==> config.mk <==
export PLATFORM = sky130hd
export DESIGN_NAME = pipe_snapshot_serializer
export DESIGN_NICKNAME = d
export VERILOG_FILES = /design/src/rtl/dbg_pkg.sv /design/src/rtl/snap_byte_sel.sv /design/src/rtl/pipe_snapshot_serializer.sv
export SDC_FILE = /design/constraint.sdc
export NUM_CORES = 1
export LEC_CHECK = 0
export CORE_MARGIN = 2
export CORE_UTILIZATION = 56
export CTS_CLUSTER_SIZE = 25
export DETAILED_ROUTE_END_ITERATION = 16
export PLACE_DENSITY = 0.89
export SYNTH_ARGS = -nofsm -noshare
export SYNTH_HDL_FRONTEND = slang
export SYNTH_SLANG_ARGS = --single-unit
==> constraint.sdc <==
create_clock -name clk -period 9.8 [get_ports clk]
set_clock_uncertainty 0.2 [all_clocks]
set_input_delay 1.47 -clock clk [delete_from_list [all_inputs] [get_ports clk]]
set_output_delay 1.47 -clock clk [all_outputs]
set_load 0.01 [all_outputs]
==> src/rtl/dbg_pkg.sv <==
// Shared definitions for the pipeline snapshot serializer: frame FSM states,
// the default start-of-frame marker and frame sizing helpers.
package dbg_pkg;

    typedef enum logic [2:0] {
        IDLE,
        HDR,
        PC,
        BODY,
        CSUM,
        DONE
    } state_e;

    localparam logic [7:0] HDR_BYTE_DEF = 8'hA5;

    // Header + PC bytes + snapshot bytes + checksum.
    function automatic int frame_len(input int snap_w, input int pc_w);
        return 2 + pc_w / 8 + snap_w / 8;
    endfunction

    function automatic int idx_width(input int snap_w, input int pc_w);
        int max_b;
        max_b = (pc_w / 8 > snap_w / 8) ? pc_w / 8 : snap_w / 8;
        return (max_b > 1) ? $clog2(max_b) : 1;
    endfunction

endpackage

==> src/rtl/snap_byte_sel.sv <==
// MSB-first byte selector: index 0 returns the most significant byte of the
// shadow vector.
module snap_byte_sel #(
    parameter int W     = 16,
    parameter int IDX_W = 1
) (
    input  logic [W-1:0]     vec_i,
    input  logic [IDX_W-1:0] idx_i,
    output logic [7:0]       byte_o
);

    localparam int NB = W / 8;

    always_comb begin
        byte_o = '0;
        for (int i = 0; i < NB; i++) begin
            if (idx_i == IDX_W'(i)) begin
                byte_o = vec_i[W-1-8*i -: 8];
            end
        end
    end

endmodule

==> src/rtl/pipe_snapshot_serializer.sv <==
// Captures a pipeline debug snapshot plus PC on trigger and streams it as a
// framed byte sequence (header, PC, snapshot, XOR checksum) over valid/ready.
module pipe_snapshot_serializer
    import dbg_pkg::*;
#(
    parameter int         SNAP_W   = 288,
    parameter int         PC_W     = 16,
    parameter logic [7:0] HDR_BYTE = HDR_BYTE_DEF
) (
    input  logic              clk,
    input  logic              i_reset,
    input  logic              i_trigger,
    input  logic [SNAP_W-1:0] i_snapshot,
    input  logic [PC_W-1:0]   i_pc,
    input  logic              i_clr_overrun,
    input  logic              i_tx_ready,
    output logic [7:0]        o_tx_data,
    output logic              o_tx_valid,
    output logic              o_busy,
    output logic              o_done,
    output logic              o_overrun
);

    localparam int PC_B  = PC_W / 8;
    localparam int SNAP_B = SNAP_W / 8;
    localparam int IDX_W = idx_width(SNAP_W, PC_W);
    localparam logic [IDX_W-1:0] PC_LAST   = IDX_W'(PC_B - 1);
    localparam logic [IDX_W-1:0] SNAP_LAST = IDX_W'(SNAP_B - 1);

    if ((SNAP_W % 8) != 0 || SNAP_W < 8) begin : g_bad_snap_w
        $error("SNAP_W must be a non-zero multiple of 8");
    end
    if ((PC_W % 8) != 0 || PC_W < 8) begin : g_bad_pc_w
        $error("PC_W must be a non-zero multiple of 8");
    end

    state_e              state_q, state_d;
    logic [IDX_W-1:0]    idx_q, idx_d;
    logic [7:0]          csum_q, csum_d;
    logic [SNAP_W-1:0]   snap_q, snap_d;
    logic [PC_W-1:0]     pc_q, pc_d;
    logic                overrun_q, overrun_d;
    logic [7:0]          pc_byte;
    logic [7:0]          snap_byte;

    snap_byte_sel #(
        .W     (PC_W),
        .IDX_W (IDX_W)
    ) u_pc_sel (
        .vec_i  (pc_q),
        .idx_i  (idx_q),
        .byte_o (pc_byte)
    );

    snap_byte_sel #(
        .W     (SNAP_W),
        .IDX_W (IDX_W)
    ) u_snap_sel (
        .vec_i  (snap_q),
        .idx_i  (idx_q),
        .byte_o (snap_byte)
    );

    always_ff @(posedge clk) begin
        if (!i_reset) begin
            state_q   <= IDLE;
            idx_q     <= '0;
            csum_q    <= '0;
            snap_q    <= '0;
            pc_q      <= '0;
            overrun_q <= 1'b0;
        end else begin
            state_q   <= state_d;
            idx_q     <= idx_d;
            csum_q    <= csum_d;
            snap_q    <= snap_d;
            pc_q      <= pc_d;
            overrun_q <= overrun_d;
        end
    end

    always_comb begin
        state_d    = state_q;
        idx_d      = idx_q;
        csum_d     = csum_q;
        snap_d     = snap_q;
        pc_d       = pc_q;
        overrun_d  = overrun_q;
        o_tx_data  = '0;
        o_tx_valid = 1'b0;
        o_busy     = 1'b0;
        o_done     = 1'b0;

        case (state_q)
            IDLE: begin
                if (i_trigger) begin
                    snap_d  = i_snapshot;
                    pc_d    = i_pc;
                    csum_d  = '0;
                    idx_d   = '0;
                    state_d = HDR;
                end
            end
            HDR: begin
                o_tx_valid = 1'b1;
                o_busy     = 1'b1;
                o_tx_data  = HDR_BYTE;
                if (i_tx_ready) begin
                    idx_d   = '0;
                    state_d = PC;
                end
            end
            PC: begin
                o_tx_valid = 1'b1;
                o_busy     = 1'b1;
                o_tx_data  = pc_byte;
                if (i_tx_ready) begin
                    csum_d = csum_q ^ pc_byte;
                    if (idx_q == PC_LAST) begin
                        idx_d   = '0;
                        state_d = BODY;
                    end else begin
                        idx_d = idx_q + 1'b1;
                    end
                end
            end
            BODY: begin
                o_tx_valid = 1'b1;
                o_busy     = 1'b1;
                o_tx_data  = snap_byte;
                if (i_tx_ready) begin
                    csum_d = csum_q ^ snap_byte;
                    if (idx_q == SNAP_LAST) begin
                        idx_d   = '0;
                        state_d = CSUM;
                    end else begin
                        idx_d = idx_q + 1'b1;
                    end
                end
            end
            CSUM: begin
                o_tx_valid = 1'b1;
                o_busy     = 1'b1;
                o_tx_data  = csum_q;
                if (i_tx_ready) begin
                    state_d = DONE;
                end
            end
            DONE: begin
                o_done  = 1'b1;
                state_d = IDLE;
            end
            default: begin
                state_d = IDLE;
            end
        endcase

        // Set is applied after clear so a same-cycle collision leaves the flag set.
        if (i_clr_overrun) begin
            overrun_d = 1'b0;
        end
        if (i_trigger && o_busy) begin
            overrun_d = 1'b1;
        end
    end

    assign o_overrun = overrun_q;

endmodule

## Word level (Yosys, flattened, before mapping)

Cells that the tools add are included.
Widths: inputs -> output; s select.

- Equality and inequality tests: 47
- Add/sub/neg operators: 1
- Muxes and demuxes: 62
- Bitwise logic cells: 2
- Reductions and logical operators: 11

Operators with widths:

| kind | number |
|---|---|
| $mux 8 | 41 |
| $eq 6x5->1 const B | 16 |
| $eq 6x4->1 const B | 8 |
| $mux 6 | 6 |
| $pmux 8 s4 | 1 |
| $eq 6x3->1 const B | 4 |
| $eq 6x6->1 const B | 4 |
| $pmux 6 s4 | 1 |
| $pmux 8 s3 | 1 |
| $mux 3 | 7 |
| $xor 8x8->8 | 2 |
| $pmux 3 s5 | 1 |
| $ne 2x2->1 const B | 7 |
| $eq 6x2->1 const B | 2 |
| $reduce_and 7->1 | 1 |
| $add 6x1->6 const B | 1 |
| $eq 3x2->1 const B | 2 |
| $eq 3x3->1 const B | 2 |
| $eq 6x1->1 const B | 1 |
| $logic_not 6->1 | 1 |
| $reduce_and 5->1 | 1 |
| $mux 1 | 4 |
| $reduce_and 4->1 | 1 |
| $reduce_bool 4->1 | 1 |
| 7 further kinds | 7 |

- Flip-flop bits (word level): 322
- Word-level logic and storage cells: 129
- Output and inout port bits: 12

## Logic depth before layout (Yosys ltp)

- Depth after elaboration: 40
- Mapped depth: 14
- Depth with buffers taken out: 11

## Hierarchy

From an unflattened synthesis, not the netlist that was laid out.

- Cells, all modules: 2017
- Area, all modules: 15403.5 sq um

Modules (own cells, without submodules):

| module | sequential area each (sq um) | area an instance (sq um) | cells each | instances |
|---|---|---|---|---|
| pipe_snapshot_serializer | 6446.2 | 11484.8 | 1468 | 1 |
| snap_byte_sel at u_snap_sel | 0.0 | 3728.6 | 529 | 1 |
| snap_byte_sel at u_pc_sel | 0.0 | 190.2 | 20 | 1 |

## Worst setup path after synthesis

No wires, ideal clock.

- Path kind: reg-to-output
- Start: register idx_q[0]
- End: output o_tx_data[4]
- Slack: 5499 ps
- Cell stages (with the launch flop): 14
- Data arrival time: 2631 ps
- Path through: dfxtp_1 > inv_1 > ha_1 > clkbuf_1 > clkbuf_1 > buf_1 > nand4_1 > and3_1 > o21bai_1 > a211o_1 > a311oi_1 > nor3_1 > a21oi_1 > o31ai_1

- Longest elaborated chain between the ends: 38
- Elaborated cells between the ends (all ways): 75

Ends and longest elaborated chain:

| element | line | text |
|---|---|---|
| start: declaration | pipe_snapshot_serializer.sv:38 | `logic [IDX_W-1:0] idx_q, idx_d;` |
| start signal: assignment | pipe_snapshot_serializer.sv:74 | `idx_q <= idx_d;` |
| $logic_not 6->1 | snap_byte_sel.sv:17 | `if (idx_i == IDX_W'(i)) begin` |
| $mux 8 (36 in series) | snap_byte_sel.sv:17 |  |
| $pmux 8 s4 (*) | pipe_snapshot_serializer.sv:94 | `case (state_q)` |
| end: declaration | pipe_snapshot_serializer.sv:17 | `output logic [7:0] o_tx_data,` |

Every way passes the cells marked *; elsewhere a longest branch is shown, timed or not.

## Worst setup path in the final report

- Start: register idx_q[3]
- End: output o_tx_data[7]

Same word-level chain as after synthesis.

==> run_results.csv <==
group,metric,value,unit
power_and_ir_drop,p_comb_frac,0.147,
routing,postRouteAntennaNets,0,
critical_path,crit-reg2reg-capture,"csum_q[5]$_SDFFE_PN0P_",
clock_tree,clock_tree.root_cell,"clkbuf_16",
routing,routed_via_density,6.13,
synth,netlist_area_before_placement,0.0162,mm²
global_routing,grt_start_max_net_pins,131,
final_layout,layout-area-overhead-vs-synth,26.0,%
critical_path,r2r_setup_slack,5.50,ns
synth,synth_seq_area_share,0.399,
die,initial_core_util,0.567,
flow_run,max_cap_violations,0,
synth,synth_edf_count,0,
clock_tree,cts_hold_buffers,0,
place,hpwlAfterDp,43000,µm
power_and_ir_drop,power.density,159,mW/mm²
worst_hold_path,worst_hold_path.num_cells,2,
timing,worstMarginPinSlew,1.12,ns
place,placement.cell_area,0.0193,mm²
critical_path,worstSetupStartpointType,"flip-flop",
synth,post_synth_main_area_contributors,"dfxtp_1 (40%), nand2_1 (16%), a21boi_0 (14%)",
final_layout,num-fill-cells,2200,
critical_path,cp_arrival,5.03,ns
power_and_ir_drop,sw_frac_of_total,0.270,
clock_tree,cts_max_path_buffers,3,
critical_path,worst-path-max-fanout,29,
critical_path,worst-setup-path-type,"reg -> out",
clock_tree,tritoncts.num_buffers,31,
die,coreArea,0.0285,mm²
status,outcome,"complete, no violations",
clock_tree,worstSkewPairLatency,0.58,ns
power_and_ir_drop,cellLeakagePower,7.28,nW
timing,min_period_over_period,0.684,
die,die_w,174,µm
synth,synth-async-reset-ratio,0,
power_and_ir_drop,seq_power_share,0.465,
synth,yosys_warnings,0,
clock_tree,cts.sink_count,322,
clock_tree,post-cts-setup-buffers,0,
routing,routed_wirelength,58200,µm
routing,dr.first_iter.drc_count,1925,
timing,timing.final.max_slew_violations,0,
synth,dominantRegCellSynth,"dfxtp_1",
final_layout,ant_diodes,0,
power_and_ir_drop,p_clk_frac,0.388,
synth,syn_inst,2131,
routing,drtPass1Iterations,7,
worst_hold_path,worstHoldEndpoint,"snap_q[28]$_SDFFE_PN0P_",
die,dieArea,0.0303,mm²
critical_path,path_depth_of_the_worst_reg2reg_path,11,
final_layout,multi_input_area,0.00903,mm²
final_layout,post-route-cell-area,0.0204,mm²
timing,timing.slew.headroom,0.247,
worst_hold_path,min_path_type,"reg -> reg",
timing,final_critical_period,6.70,ns
die,ios,321,
final_layout,nNetsFinal,2645,
global_routing,grt.overflow.total,0,
worst_hold_path,hp-start,"snap_q[28]$_SDFFE_PN0P_",
place,place_congestion,0.984,
synth,ys_types,92,
die,die_y,174,µm
power_and_ir_drop,net-switching-power,0.874,mW
timing,count_of_final_setup_violators,0,
synth,net_count_after_synthesis,2444,
global_routing,grt_usage,0.371,
global_routing,grt_antenna_before_repair,0,
timing,max_freq,0.149,GHz
power_and_ir_drop,ir_worst_vdd,148,µV
routing,vias,16800,
synth,netlist.area_leader.share,0.399,
critical_path,end_kind,"output port",
global_routing,vias_in_the_first_global_route,16100,
final_layout,share_of_post_route_cells_with_drive_strength_above_1,0.0433,
timing,final-hold-violation-count,0,
critical_path,worstReg2RegStart,"idx_q[0]$_SDFFE_PN0P_",
clock_tree,cts_repair_resize_count,0,
clock_tree,cts-htree-levels,1,
place,placement.io_buffers,320,
routing,drt_drc_violations_left,0,
final_layout,sequential_cell_area,0.00645,mm²
critical_path,worst-endpoint-required,8.13,ns
global_routing,grt_pass1_wl,89100,µm
die,rows,62,
synth,yosys_register_bits,322,
clock_tree,cts_tree,"built",
timing,rsz0062_at_grt,"false",
power_and_ir_drop,intPower,2.36,mW
synth,synth_top_area_cell,"dfxtp_1",
clock_tree,worst_setup_hold_path_clk_slew,0.07,ns
routing,routed_wire_length_per_instance,21.3,µm
synth,syn-mean-instance-area,7.59,µm²
timing,fin_setup_tns,0,ns
## power by group through the flow
stage          logic, mW  registers, mW  clock network (mW)
2_1_floorplan      0.269           1.48                   0
3_3_place_gp       0.456           1.53                   0
3_5_place_dp       0.470           1.53                   0
4_1_cts            0.475           1.50                1.25
5_1_grt            0.524           1.51                1.31
6_report           0.476           1.50                1.26
## cells in the final DEF, fill, tap and decap left out, drive strengths merged, types with 17 or more instances in the layout
cell,n
a21boi,306
a21oi,59
a221oi,19
buf,17
clkbuf,42
clkdlybuf4s50,319
dfxtp,322
nand2,707
nand3,50
nand4,18
nor2,80
nor2b,17
nor3,23
o211ai,17
o21ai,62
o22ai,19
## how the worst max path moves through the flow
stage | from | cells past startpoint | end
after floorplan | idx_q[0]$_SDFFE_PN0P_ | 13 | o_tx_data[4]
after global placement | idx_q[0]$_SDFFE_PN0P_ | 10 | o_tx_data[4]
after detailed placement | idx_q[0]$_SDFFE_PN0P_ | 10 | o_tx_data[4]
after CTS | idx_q[1]$_SDFFE_PN0P_ | 13 | o_tx_data[1]
after global routing | idx_q[0]$_SDFFE_PN0P_ | 10 | o_tx_data[4]
final | idx_q[3]$_SDFFE_PN0P_ | 9 | o_tx_data[7]
## Yosys cell counts, types with 4 or more instances
library cell,count
o22ai_1,18
o21ai_1,4
and3_1,9
nand3_1,50
a22oi_1,11
and2_1,14
o31ai_1,11
a211oi_1,9
nand2b_1,14
a221o_1,4
clkbuf_1,131
o211ai_1,17
nor4_1,6
o2111ai_1,7
nand4_1,18
buf_2,16
a221oi_1,19
a21oi_1,59
o21a_1,5
a21boi_0,305
dfxtp_1,322
a32oi_1,8
a31oi_1,14
nand2_1,706
a22o_1,11
buf_4,4
or3_1,5
o2bb2ai_1,5
nor3_1,19
nor3b_1,6
a311oi_1,6
o21bai_1,5
buf_1,14
o221ai_1,15
nor2b_1,17
o21ai_0,58
ha_1,4
nor2_1,79
mux2i_1,4
inv_1,11
## metal layers
| layer | up-vias | GRT usage | routed length (µm) |
|---|---|---|---|
| li1 | 7802 | - | - |
| met1 | 7898 | 0.490 | 23700 |
| met2 | 925 | 0.599 | 26300 |
| met3 | 168 | 0.0728 | 5690 |
| met4 | 0 | 0.142 | 2520 |
| met5 | - | 0 | 0 |
## layout make-up
| cell class | count | area share |
|---|---|---|
| flip-flops and latches | 322 | 0.316 |
| multi-input cells | 1629 | 0.443 |
| well taps | 384 | 0.0236 |
| repair buffers | 336 | 0.163 |
| inverters | 12 | 0.00221 |
| clock inverters | 14 | 0.00878 |
| clock buffers | 42 | 0.0430 |
## state kept, by name, summed over array words and instances, names as in the netlist
name       flops
snap_q       288
csum_q         8
idx_q          6
state_q        3
o_overrun      1
pc_q          16
## kinds of logic (layout without fill, tap and decap cells)
family / Yosys count / count (layout) / share of synthesized area
compound gates: 632 / 632 / 0.283
buf+inv: 180 / 404 / 0.0453
mux: 5 / 5 / 0.00317
xor+xnor: 5 / 5 / 0.00271
flops: 322 / 322 / 0.399
simple gates: 983 / 983 / 0.264
fa+ha+maj: 4 / 4 / 0.00309
## critical path, stage by stage (launching register included)
cell,delay (ns)
dfxtp_1,1.01
nand4bb_1,0.59
nor2_1,0.69
nor2_1,0.15
a221oi_1,0.64
a31oi_1,0.20
o21a_1,0.28
o21bai_1,0.22
o221ai_1,0.16
clkdlybuf4s50_1,0.52
## stage by stage
stage	setup WS, ns	std cells	hold WS, ns	util	total power, mW
final	3.10	2739	0.264	0.714	3.24
after global routing	2.94	2739	0.287	0.714	3.34
after CTS	3.29	2739	0.267	0.714	3.23
after detailed placement	3.89	2683	0.258	0.677	2.00
after global placement	3.95	2683	0.248	0.677	1.98
after floorplan	5.50	2131	0.238	-	1.75
No activity file was read; power rests on OpenSTA's default activity.
